[config.mk]
export PLATFORM = sky130hd
export DESIGN_NAME = vram_arbiter
export DESIGN_NICKNAME = d
export VERILOG_FILES = /design/src/rtl/vram_arb_pkg.sv /design/src/rtl/vram_tag_fifo.sv /design/src/rtl/vram_arbiter.sv
export SDC_FILE = /design/constraint.sdc
export NUM_CORES = 1
export LEC_CHECK = 0
export ABC_AREA = 0
export CAP_MARGIN = 30
export CORE_UTILIZATION = 38
export DETAILED_ROUTE_END_ITERATION = 12
export PLACE_DENSITY = 0.78
export SYNTH_ARGS = -nofsm -noshare
export SYNTH_HDL_FRONTEND = slang
export SYNTH_SLANG_ARGS = --single-unit
[constraint.sdc]
create_clock -name clk -period 2.65 [get_ports clk]
set_input_delay 0.3975 -clock clk [delete_from_list [all_inputs] [get_ports clk]]
set_output_delay 0.3975 -clock clk [all_outputs]
set_load 0.01 [all_outputs]
[src/rtl/vram_arb_pkg.sv]
// Shared types for the VRAM arbiter:
// requester source tags and issue FSM states.
package vram_arb_pkg;

  typedef enum logic {
    SRC_DISP = 1'b0,
    SRC_REND = 1'b1
  } src_e;

  typedef enum logic {
    IDLE  = 1'b0,
    ISSUE = 1'b1
  } state_e;

endpackage

[src/rtl/vram_tag_fifo.sv]
// Synchronous FIFO of 1-bit source tags,
// one entry per master read still awaiting data.
module vram_tag_fifo #(
  parameter int DEPTH = 8,
  localparam int CW = $clog2(DEPTH + 1),
  localparam int PW = (DEPTH > 1) ? $clog2(DEPTH) : 1
) (
  input  logic          clk,
  input  logic          reset,
  input  logic          push,
  input  logic          tag_in,
  input  logic          pop,
  output logic          tag_out,
  output logic          full,
  output logic          empty,
  output logic [CW-1:0] count
);

  logic [DEPTH-1:0] mem;
  logic [PW-1:0]    wr_ptr;
  logic [PW-1:0]    rd_ptr;
  logic             do_push;
  logic             do_pop;

  function automatic logic [PW-1:0] nxt(input logic [PW-1:0] p);
    return (p == PW'(DEPTH - 1)) ? '0 : p + 1'b1;
  endfunction

  assign empty   = (count == '0);
  assign full    = (count == CW'(DEPTH));
  assign do_pop  = pop && !empty;
  // A pop frees the head slot, so a push into a full FIFO is legal then.
  assign do_push = push && (!full || do_pop);
  assign tag_out = mem[rd_ptr];

  always_ff @(posedge clk or posedge reset) begin
    if (reset) begin
      wr_ptr <= '0;
      rd_ptr <= '0;
      count  <= '0;
    end else begin
      if (do_push) wr_ptr <= nxt(wr_ptr);
      if (do_pop)  rd_ptr <= nxt(rd_ptr);
      unique case ({do_push, do_pop})
        2'b10:   count <= count + 1'b1;
        2'b01:   count <= count - 1'b1;
        default: ;
      endcase
    end
  end

  always_ff @(posedge clk) begin
    if (do_push) mem[wr_ptr] <= tag_in;
  end

endmodule

[src/rtl/vram_arbiter.sv]
// Two-requester SDRAM arbiter: display scanout vs render,
// pipelined Avalon-MM master with in-order read return routing.
module vram_arbiter
  import vram_arb_pkg::*;
#(
  parameter int ADDR_W     = 25,
  parameter int DATA_W     = 16,
  parameter int MAX_PEND   = 8,
  parameter int STARVE_LIM = 16
) (
  input  logic                clk,
  input  logic                reset,
  input  logic [ADDR_W-1:0]   d_address,
  input  logic                d_read,
  output logic                d_waitrequest,
  output logic [DATA_W-1:0]   d_readdata,
  output logic                d_readdatavalid,
  input  logic [ADDR_W-1:0]   r_address,
  input  logic                r_read,
  input  logic                r_write,
  input  logic [DATA_W-1:0]   r_writedata,
  input  logic [DATA_W/8-1:0] r_byteenable,
  output logic                r_waitrequest,
  output logic [DATA_W-1:0]   r_readdata,
  output logic                r_readdatavalid,
  output logic [ADDR_W-1:0]   m_address,
  output logic                m_read,
  output logic                m_write,
  output logic [DATA_W-1:0]   m_writedata,
  output logic [DATA_W/8-1:0] m_byteenable,
  input  logic                m_waitrequest,
  input  logic [DATA_W-1:0]   m_readdata,
  input  logic                m_readdatavalid
);

  localparam int CW = $clog2(MAX_PEND + 1);
  localparam int SW = $clog2(STARVE_LIM + 1);

  state_e        state;
  src_e          src;
  logic [CW-1:0] count;
  logic [CW:0]   used;
  logic [SW-1:0] starve;
  logic          full;
  logic          empty;
  logic          tag;
  logic          can_accept;
  logic          read_ok;
  logic          r_req;
  logic          d_ok;
  logic          r_ok;
  logic          starved;
  logic          grant_d;
  logic          grant_r;
  logic          push;
  logic          tag_hit;

  // The read on the bus still needs a tag slot even if not yet accepted.
  assign used       = {1'b0, count} + {{CW{1'b0}}, m_read};
  assign read_ok    = !full && (used < (CW+1)'(MAX_PEND));
  assign can_accept = !reset && (state == IDLE || !m_waitrequest);

  assign r_req   = r_read || r_write;
  assign d_ok    = d_read && read_ok;
  assign r_ok    = r_write || (r_read && read_ok);
  assign starved = (starve == SW'(STARVE_LIM));
  assign grant_r = can_accept && r_ok && (!d_ok || starved);
  assign grant_d = can_accept && d_ok && !grant_r;

  assign d_waitrequest = !grant_d;
  assign r_waitrequest = !grant_r;

  assign push    = m_read && !m_waitrequest;
  assign tag_hit = m_readdatavalid && !empty;

  assign d_readdata      = m_readdata;
  assign r_readdata      = m_readdata;
  assign d_readdatavalid = tag_hit && (src_e'(tag) == SRC_DISP);
  assign r_readdatavalid = tag_hit && (src_e'(tag) == SRC_REND);

  vram_tag_fifo #(
    .DEPTH(MAX_PEND)
  ) u_tags (
    .clk    (clk),
    .reset  (reset),
    .push   (push),
    .tag_in (src),
    .pop    (m_readdatavalid),
    .tag_out(tag),
    .full   (full),
    .empty  (empty),
    .count  (count)
  );

  always_ff @(posedge clk or posedge reset) begin
    if (reset) begin
      starve <= '0;
    end else if (grant_r) begin
      starve <= '0;
    end else if (r_req && !starved) begin
      starve <= starve + 1'b1;
    end
  end

  always_ff @(posedge clk or posedge reset) begin
    if (reset) begin
      state        <= IDLE;
      src          <= SRC_DISP;
      m_read       <= 1'b0;
      m_write      <= 1'b0;
      m_address    <= '0;
      m_writedata  <= '0;
      m_byteenable <= '0;
    end else if (can_accept) begin
      unique case (1'b1)
        grant_r: begin
          state        <= ISSUE;
          src          <= SRC_REND;
          m_read       <= !r_write;
          m_write      <= r_write;
          m_address    <= r_address;
          m_writedata  <= r_writedata;
          m_byteenable <= r_byteenable;
        end
        grant_d: begin
          state        <= ISSUE;
          src          <= SRC_DISP;
          m_read       <= 1'b1;
          m_write      <= 1'b0;
          m_address    <= d_address;
          m_writedata  <= '0;
          m_byteenable <= '1;
        end
        default: begin
          state   <= IDLE;
          m_read  <= 1'b0;
          m_write <= 1'b0;
        end
      endcase
    end
  end

endmodule

Yosys cells after proc, flatten, opt, wreduce, memory -nomap -nowiden
Cells that the tools add are included.
Word-level totals
  register bits: 70
  input port bits: 91
  logic and storage cells: 82
Cells by class
  multiplexer cells: 17
  reduce and logical (&&, ||, !) cells: 35
  order comparisons: 4
  bitwise gates (word level): 2
  equality and inequality tests: 6
  add/subtract/negate cells: 6
Operator list (number)
  case mux 25 bit (2 select lines): 1
  case mux 16 bit (2 select lines): 1
  logical AND 1 bit: 15
  two-way mux 5 bit: 2
  logical NOT 1 bit: 9
  bitwise mux 8 bit: 1
  less-than comparator 3 x 4 -> 1 bit, second input constant: 2
  case mux 4 bit (2 select lines): 1
  adder 3 x 1 -> 3 bit, second input constant: 2
  equality test 3 bit, second input constant: 2
  two-way mux 3 bit: 2
  nonzero test 2 bit: 3
  adder 4 x 1 -> 5 bit: 1
  adder 5 x 1 -> 5 bit, second input constant: 1
  equality test 5 bit, second input constant: 1
  logical OR 1 bit: 5
  less-than comparator 5 x 4 -> 1 bit, second input constant: 1
  adder 4 x 1 -> 4 bit, second input constant: 1
  equality test 4 bit, second input constant: 1
  logical NOT 4 bit: 1
  two-way mux 1 bit: 4
  case mux 1 bit (2 select lines): 2
  case mux 2 bit (2 select lines): 1
  subtractor 4 x 1 -> 4 bit, second input constant: 1
  8 further kinds: 9

Longest topological paths before layout
Gate-level depths: netlist of run 1.
  depth after elaboration: 11
  depth in mapped cells: 11

Cells and area by module
From an unflattened synthesis of run 1, not the netlist that was laid out.
Unflattened totals
  cells, all modules: 330
  area, all modules: 3772.4 um^2
By module, submodules not included
  vram_arbiter: area each 2748.9 um^2, cells an instance 249, times used 1
  vram_tag_fifo: area each 1023.5 um^2, cells an instance 81, times used 1

Worst setup path after synthesis of run 1
OpenSTA, ideal clock, no wires.
  path type: register -> register
  start point: reg u_tags.count[1]
  end point: reg u_tags.count[2]
  setup slack: 0.082 ns
  clock period less this slack: 2.568 ns
  stages on the path, launching flop included: 12
  arrival time: 2.440 ns
  data required time: 2.522 ns
  cell sequence: dfrtp_1 -> buf_6 -> or3_2 -> o21ai_1 -> inv_1 -> ha_1 -> xor2_1 -> ha_1 -> a21oi_1 -> xor2_1 -> nor2_1 -> xor2_1
On the way
  longest elaborated chain between the ends: 7
Ends and longest elaborated chain
  from (decl): RTL line vram_tag_fifo.sv:16  | output logic [CW-1:0] count
  from (signal assigned): RTL line vram_tag_fifo.sv:45  | 2'b10: count <= count + 1'b1;
  from (signal assigned): RTL line vram_tag_fifo.sv:46  | 2'b01: count <= count - 1'b1;
  logical NOT 4 bit (*): RTL line vram_tag_fifo.sv:29  | assign empty = (count == '0);
  logical NOT 1 bit (*)
  logical AND 1 bit (*)
  via tag_hit: RTL line vram_arbiter.sv:56  | logic tag_hit;
  logical OR 1 bit: RTL line vram_tag_fifo.sv:33  | assign do_push = push && (!full || do_pop);
  logical AND 1 bit: RTL line vram_tag_fifo.sv:33
  equality test 2 x 1 -> 1 bit or equality test 2 bit (tied branches): RTL line vram_tag_fifo.sv:44  | unique case ({do_push, do_pop})
  case mux 4 bit (2 select lines) or nonzero test 2 bit (tied branches)
Mark *: on every way through the listed nets, which the timed path passes. The rest lies on a longest branch.
A chain may end at the register's enable or synchronous reset.

Worst setup path after layout of run 1
  start point: reg u_tags.count[0]
  end point: out r_waitrequest
On the way
  longest elaborated chain between the ends: 8
Ends and longest elaborated chain
  adder 4 x 1 -> 5 bit or equality test 4 bit (tied branches): RTL line vram_arbiter.sv:59, vram_tag_fifo.sv:30
  less-than comparator 5 x 4 -> 1 bit or logical NOT 1 bit (tied branches): RTL line vram_arbiter.sv:60  | assign read_ok = !full && (used < (CW+1)'(MAX_PEND));
  logical AND 1 bit (*): RTL line vram_arbiter.sv:60
  logical AND 1 bit, on equally long branches: RTL line vram_arbiter.sv:65, vram_arbiter.sv:64
  logical OR 1 bit or logical NOT 1 bit (tied branches): RTL line vram_arbiter.sv:65, vram_arbiter.sv:67
  logical AND 1 bit or logical OR 1 bit (tied branches): RTL line vram_arbiter.sv:67  | assign grant_r = can_accept && r_ok && (!d_ok || starved);
  logical AND 1 bit (*): RTL line vram_arbiter.sv:67
  logical NOT 1 bit (*): RTL line vram_arbiter.sv:71  | assign r_waitrequest = !grant_r;
  to (decl): RTL line vram_arbiter.sv:23  | output logic r_waitrequest,
Every way passes the cells marked *; elsewhere a longest branch is shown, timed or not.

==> results.toml, run 1 <==
[worst_setup_path]
critPathSlowestCell = "clkdlybuf4s50_1"
crit_top_cell = "buf_4"
cp-startpoint = "u_tags.count[0]"
required_ns = 2.25
cpPeakStageDelay_ns = 0.55
regToRegStartpoint = "u_tags.count[2]"
critical-path-top-delay-family = "buffers and inverters"
reg2regPathDepth = 10
worst-path-buf-inv = 4
cp.depth = 7
crit_chain = "buf_4 -> a41oi_4 -> buf_4 -> a21oi_1 -> nor2b_4 -> inv_1 -> clkdlybuf4s50_1"
crit_path_start_kind = "flop"
cp_max_fo = 5
critPathArrivalTime_ns = 2.15
worstSetupEndpointType = "primary output"
rr_endpoint = "u_tags.count[2]"
reg2reg_slack_ns = 0.16
criticalPathCategory = "reg2out"

[synth]
async_flop_share_pct = 88.57
synth_xor_area_share_pct = 2.123
synth_area_um2 = 3712
synth_edf_count = 8
synth_flop_cell = "dfrtp_1"
synth_area_leaders = "dfrtp_1 42%, mux2_4 15%, buf_4 7.1%"
synthMuxAreaShare_pct = 22.01
avgSynthCellArea_um2 = 13.45
synthSimpleGateAreaFrac_pct = 5.898
ys_ff_latch = 70
syn_inst = 276
synth_most_common_cell = "dfrtp_1"
synth_warnings = 0
synth_compound_area_share_pct = 9.370
synth_top_family_by_area = "multiplexers"
synth_cell_types = 41
synth_nets = 376
synth_top_area_share_pct = 41.79
synth_fa_ha_area_share_pct = 3.033
ys_seq_area_share_pct = 48.26
synthTopCellsByCount = "62 x dfrtp_1, 38 x mux2_4, 35 x buf_4"
synth_area_leader_cell = "dfrtp_1"

[place]
dp_hpwl_um = 5840
place.gp.congestion = 0.7318
port_buffers = 123
place_inst = 500

[sta]
fin_crit_sh_pct = 96.09
max_slew_margin_pct = 71.48
min_period_ns = 2.546
hold-worst-slack_ns = 0.4992
fin_skew_ns = 0.01060
fmax_mhz = 392.7
hold_viol_final = 0
worst_pin_slew_ns = 0.4278
setup_viol = 0
drv_slew = 0

[cells_and_area]
n_antenna_cell = 0
area_growth_pct = 39.70
final_core_util_pct = 55.34
drive_gt1_share_pct = 26.41
fin_nets = 485
stdcell_count = 519
n_fill_cell = 794

[route]
wl_met2_um = 3741
antenna_left = 0
wl_per_cell_um = 14.91
first_pass_iters = 4
num_vias = 2455
top_layer_used = "met4"
drt-total-wl_um = 7738
wl_met3_um = 756
drtIter0Drc = 50
drc_errors = 0
viasPerCell = 4.730
wl_met1_um = 3118

[clocking]
cts_tree = "done"
clock_sinks = 70
htreeDepth = 3
cts-buffers-inserted = 9
clk_pin_slew_worst_paths_ns = 0.08
cts_root_buffer = "clkbuf_8"
cts.path.max_buffers = 2
clkLatencyLatePin_ns = 0.34
cts.hold.buffers_added = 0

[power]
clockPowerShare_pct = 18.8
power.leakage_nw = 2.255
switching_power_mw = 1.566
pwr_density_cell_nw_per_um2 = 969.6
swShare_pct = 31.14
ir_worst_vdd_uv = 420.7
internal-power_mw = 3.463
comb_power_share_pct = 44.0
p_seq_share_pct = 37.2

[hold_path]
min_delay_path_depth = 1
holdCritPathClass = "reg2reg"
hold_start = "m_writedata[15]"
min_to = "m_writedata[15]"

[status]
status = "finished, final reports clean"

[floorplan]
start_util_pct = 39.61
num_io_pins = 172
design.core.area_um2 = 9371
rows = 35
die_area_um2 = 10170
die_y_um = 100.8
die_w_um = 100.8

[global_route]
grt-ovfl-total = 0
grt_pass1_wl_um = 12440
grt_max_degree = 35
grt.total_usage_pct = 16.22
antenna_found_initial = 0
grt_pass1_vias = 2580

[flow_run]
max-cap-violations = 0
layout by cell type, fill, tap and decap left out, types with 2 or more instances in the layout:
master and n:
o21a_1 2, nand2b_1 2, nand4_1 2, a22o_1 17, buf_4 16, mux2_2 17, dlymetal6s2s_1 2, nand2_1 6
nor3b_1 5, nand3_1 2, mux2_4 38, dfrtp_1 60, clkdlybuf4s50_1 121, a21oi_1 5, nor2_1 11, edfxtp_1 8
ha_1 9, clkbuf_8 11, nor3_1 3, a21o_1 3, inv_1 7, o21ai_0 3, xnor2_1 3, xor2_1 6
o22a_1 2, nor2b_1 2, mux4_2 2, dfrtp_2 2
layer usage:
metal	vias up	GRT usage [%]
met5	-	0
met4	0	6.800
met3	15	6.311
met2	104	27.40
met1	1162	18.32
li1	1174	-
worst reg2reg max path: stages (launching register included):
cell and delay, ns:
dfrtp_2 0.47, or3_2 0.47, o311a_1 0.33, inv_1 0.08
ha_1 0.24, xor2_1 0.10, ha_1 0.18, a21oi_1 0.15
xor2_1 0.15, nor2_1 0.06, xor2_1 0.13
how the worst max path moves through the flow:
stage,end
after detailed placement,r_waitrequest
final,r_waitrequest
after floorplan,u_tags.count[2]
after global routing,r_waitrequest
after CTS,r_waitrequest
after global placement,u_tags.count[2]
per-stage QoR:
step | TNS, ns | cell area [um2] | total power, mW | setup slack [ns]
after floorplan | 0 | 3712 | 3.078 | 0.08164
after global placement | 0 | 4907 | 3.992 | 0.2271
after detailed placement | 0 | 4907 | 4.056 | 0.1385
after CTS | 0 | 5135 | 5.036 | 0.01487
after global routing | -0.01313 | 5186 | 5.370 | -0.01313
final | 0 | 5186 | 5.028 | 0.1037
registers in the layout, summed over array words and instances (netlist names), 2 cells and up:
name / cells
m_address: 25
m_writedata: 16
starve: 5
u_tags.rd_ptr: 3
u_tags.wr_ptr: 3
m_byteenable: 2
u_tags.mem: 8
u_tags.count: 4
logic make-up (layout without fill, tap and decap cells):
family                   count (synthesis)  count (layout)
multiplexers                            58              58
AND/OR/NAND/NOR                         40              40
AO/OA/AOI/OAI                           40              40
adder cells (fa/ha/maj)                  9               9
flip-flops                              70              70
XOR/XNOR                                 9               9
buffers and inverters                   50             164
layout make-up:
cell class                      count  area (um2)  area share (%)
Timing Repair Buffer              140        1376           26.54
Clock inverter                      4       51.30          0.9891
Clock buffer                       12       176.4           3.402
Tap cell                          129       161.4           3.112
Multi-Input combinational cell    156        1597           30.78
Sequential cell                    70        1794           34.60
Inverter                            8       30.03          0.5790
power by group through the flow:
stage          combinational, mW  sequential, mW  clock (mW)
3_5_place_dp                2.18            1.87           0
3_3_place_gp                2.13            1.87           0
4_1_cts                     2.18            1.87       0.980
6_report                    2.21            1.87       0.943
2_1_floorplan               1.10            1.97           0
5_1_grt                     2.40            1.94        1.03
what timing repair did:
action                     CTS  global route
setup buffers                0             3
gates resized for setup      0             9
setup endpoints to repair    0             5
No activity file was read; power rests on OpenSTA's default activity.
==> inputs of run 2 (changes only) <==
--- a/config.mk
+++ b/config.mk
@@ -6,10 +6,10 @@
 export NUM_CORES = 1
 export LEC_CHECK = 0
 export ABC_AREA = 0
-export CAP_MARGIN = 30
 export CORE_UTILIZATION = 38
 export DETAILED_ROUTE_END_ITERATION = 12
 export PLACE_DENSITY = 0.78
+export RECOVER_POWER = 25
 export SYNTH_ARGS = -nofsm -noshare
 export SYNTH_HDL_FRONTEND = slang
 export SYNTH_SLANG_ARGS = --single-unit
==> results.toml, run 2 (same netlist as run 1, synthesis figures left out) <==
[sta]
worst_pin_slew_ns = 1.555
fmax_mhz = 392.7
drv_slew = 29
min_period_ns = 2.546
fin_skew_ns = 0.01060
setup_viol = 0
finalSetupTns_ns = 0
max_slew_margin_pct = -3.679
fin_crit_sh_pct = 96.09
hold_viol_final = 0

[place]
dp_hpwl_um = 5840
port_buffers = 123
placed_area_um2 = 4907
place_inst = 500
place.gp.congestion = 0.7318

[cells_and_area]
area_growth_pct = 39.50
fin_nets = 485
n_fill_cell = 798
n_antenna_cell = 0
largest_reg_flops = 25
max_flop_register = "m_address"
layout_commonest_cell = "clkdlybuf4s50_1"
drive_gt1_share_pct = 25.64
layout_common_cells = "120 x clkdlybuf4s50_1, 60 x dfrtp_1, 38 x mux2_4"
stdcell_count = 519
fin_area_um2 = 5179
top_regs = "m_address x25, m_writedata x16, u_tags.mem x8"

[status]
violations = "max-capacitance violations, max-slew violations"
status = "finished, violations left"

[worst_setup_path]
reg2reg_slack_ns = 0.16
regToRegStartpoint = "u_tags.count[2]"
crit_path_start_kind = "flop"
rr_endpoint = "u_tags.count[2]"
critPathArrivalTime_ns = 2.15
cp_max_fo = 5
required_ns = 2.25
criticalPathCategory = "reg2out"
reg2regPathDepth = 10
worstSetupEndpointType = "primary output"

[floorplan]
die_area_um2 = 10170
num_io_pins = 172
rows = 35
start_util_pct = 39.61
design.core.area_um2 = 9371
die_w_um = 100.8
die_y_um = 100.8

[clocking]
htreeDepth = 3
clk_pin_slew_worst_paths_ns = 0.08
cts.hold.buffers_added = 0
cts_root_buffer = "clkbuf_8"
clkLatencyLatePin_ns = 0.34
clock_sinks = 70
cts-buffers-inserted = 9
cts.path.max_buffers = 2
cts_tree = "done"

[route]
antenna_left = 0
num_vias = 2456
wl_per_cell_um = 14.91
first_pass_iters = 4
drc_errors = 0
viasPerCell = 4.732
drtIter0Drc = 46
drt-total-wl_um = 7736

[power]
switching_power_mw = 1.565
comb_power_share_pct = 44.0
pwr_density_cell_nw_per_um2 = 970.6
power.leakage_nw = 2.246
ir_worst_vdd_uv = 420.7
clockPowerShare_pct = 18.8
internal-power_mw = 3.461
p_total_mw = 5.026
swShare_pct = 31.14
p_seq_share_pct = 37.2

[global_route]
met3_usage_pct = 6.311
grt_pass1_wl_um = 12440
use_met1_pct = 18.32
grt_pass1_vias = 2580
grt_max_degree = 35
use_met2_pct = 27.40
grt.total_usage_pct = 16.22
grt-ovfl-total = 0
antenna_found_initial = 0
grt-busiest-layer = "met2"

[hold_path]
min_to = "m_writedata[15]"
holdCritPathClass = "reg2reg"
hold_start = "m_writedata[15]"
min_delay_path_depth = 1

[flow_run]
max-cap-violations = 1
-- run 2: cell count changes in the layout (fill, tap and decap cells not counted) --
cell,before,now
inv_2,1,0
dlygate4sd3_1,0,1
clkbuf_1,0,2
clkinv_1,0,1
buf_4,16,14
clkdlybuf4s50_1,121,120
-- run 2: what timing repair did --
item | 4_1_cts | 5_1_grt
buffers inserted | 0 | 3
setup endpoints to repair | 0 | 5
gates resized for setup | 0 | 9
-- run 2: power groups by stage --
stage               sequential (mW)  clock [mW]  combinational [mW]
finish                         1.87       0.943                2.21
global route                   1.94        1.03                2.40
CTS                            1.87       0.980                2.18
detailed placement             1.87           0                2.18
global placement               1.87           0                2.13
floorplan                      1.97           0                1.10
-- run 2: final cells by class --
cell class	instances	area (um2)	share of cell area [%]
flip-flops and latches	70	1794	34.65
multi-input cells	156	1597	30.83
repair buffers	140	1369	26.43
clock buffers	12	176.4	3.407
well taps	129	161.4	3.117
clock inverters	4	51.30	0.9906
inverters	8	30.03	0.5798
-- run 2: layer usage --
metal | wire (um) | vias up | share of wire (%)
met5 | 0 | - | 0
met4 | 121 | 0 | 1.6
met3 | 756 | 15 | 9.8
met2 | 3739 | 104 | 48
met1 | 3118 | 1162 | 40
li1 | - | 1175 | -
-- run 2: per-stage QoR --
stage / utilization [%] / setup slack, ns / hold slack, ns
floorplan: - / 0.08164 / 0.5049
global placement: 52.36 / 0.2271 / 0.4839
detailed placement: 52.36 / 0.1385 / 0.4824
CTS: 54.79 / 0.01487 / 0.5056
global route: 55.26 / -0.01313 / 0.5158
finish: 55.26 / 0.1037 / 0.4992
-- run 2: how the worst max path moves through the flow --
stage,cells past startpoint,slack (ns),to,start
3_5_place_dp,6,0.14,r_waitrequest,m_waitrequest
3_3_place_gp,12,0.23,u_tags.count[2],m_waitrequest
2_1_floorplan,11,0.08,u_tags.count[2],u_tags.count[1]
4_1_cts,6,0.01,r_waitrequest,u_tags.count[1]
5_1_grt,7,-0.01,r_waitrequest,u_tags.count[0]
6_report,7,0.10,r_waitrequest,u_tags.count[0]
-- run 2: critical path, stage by stage (launching register included) --
cell and delay [ns]:
dfrtp_1 0.36, buf_4 0.15, a41oi_4 0.15, buf_4 0.17, a21oi_1 0.23, nor2b_4 0.06, inv_1 0.13, clkdlybuf4s50_1 0.55
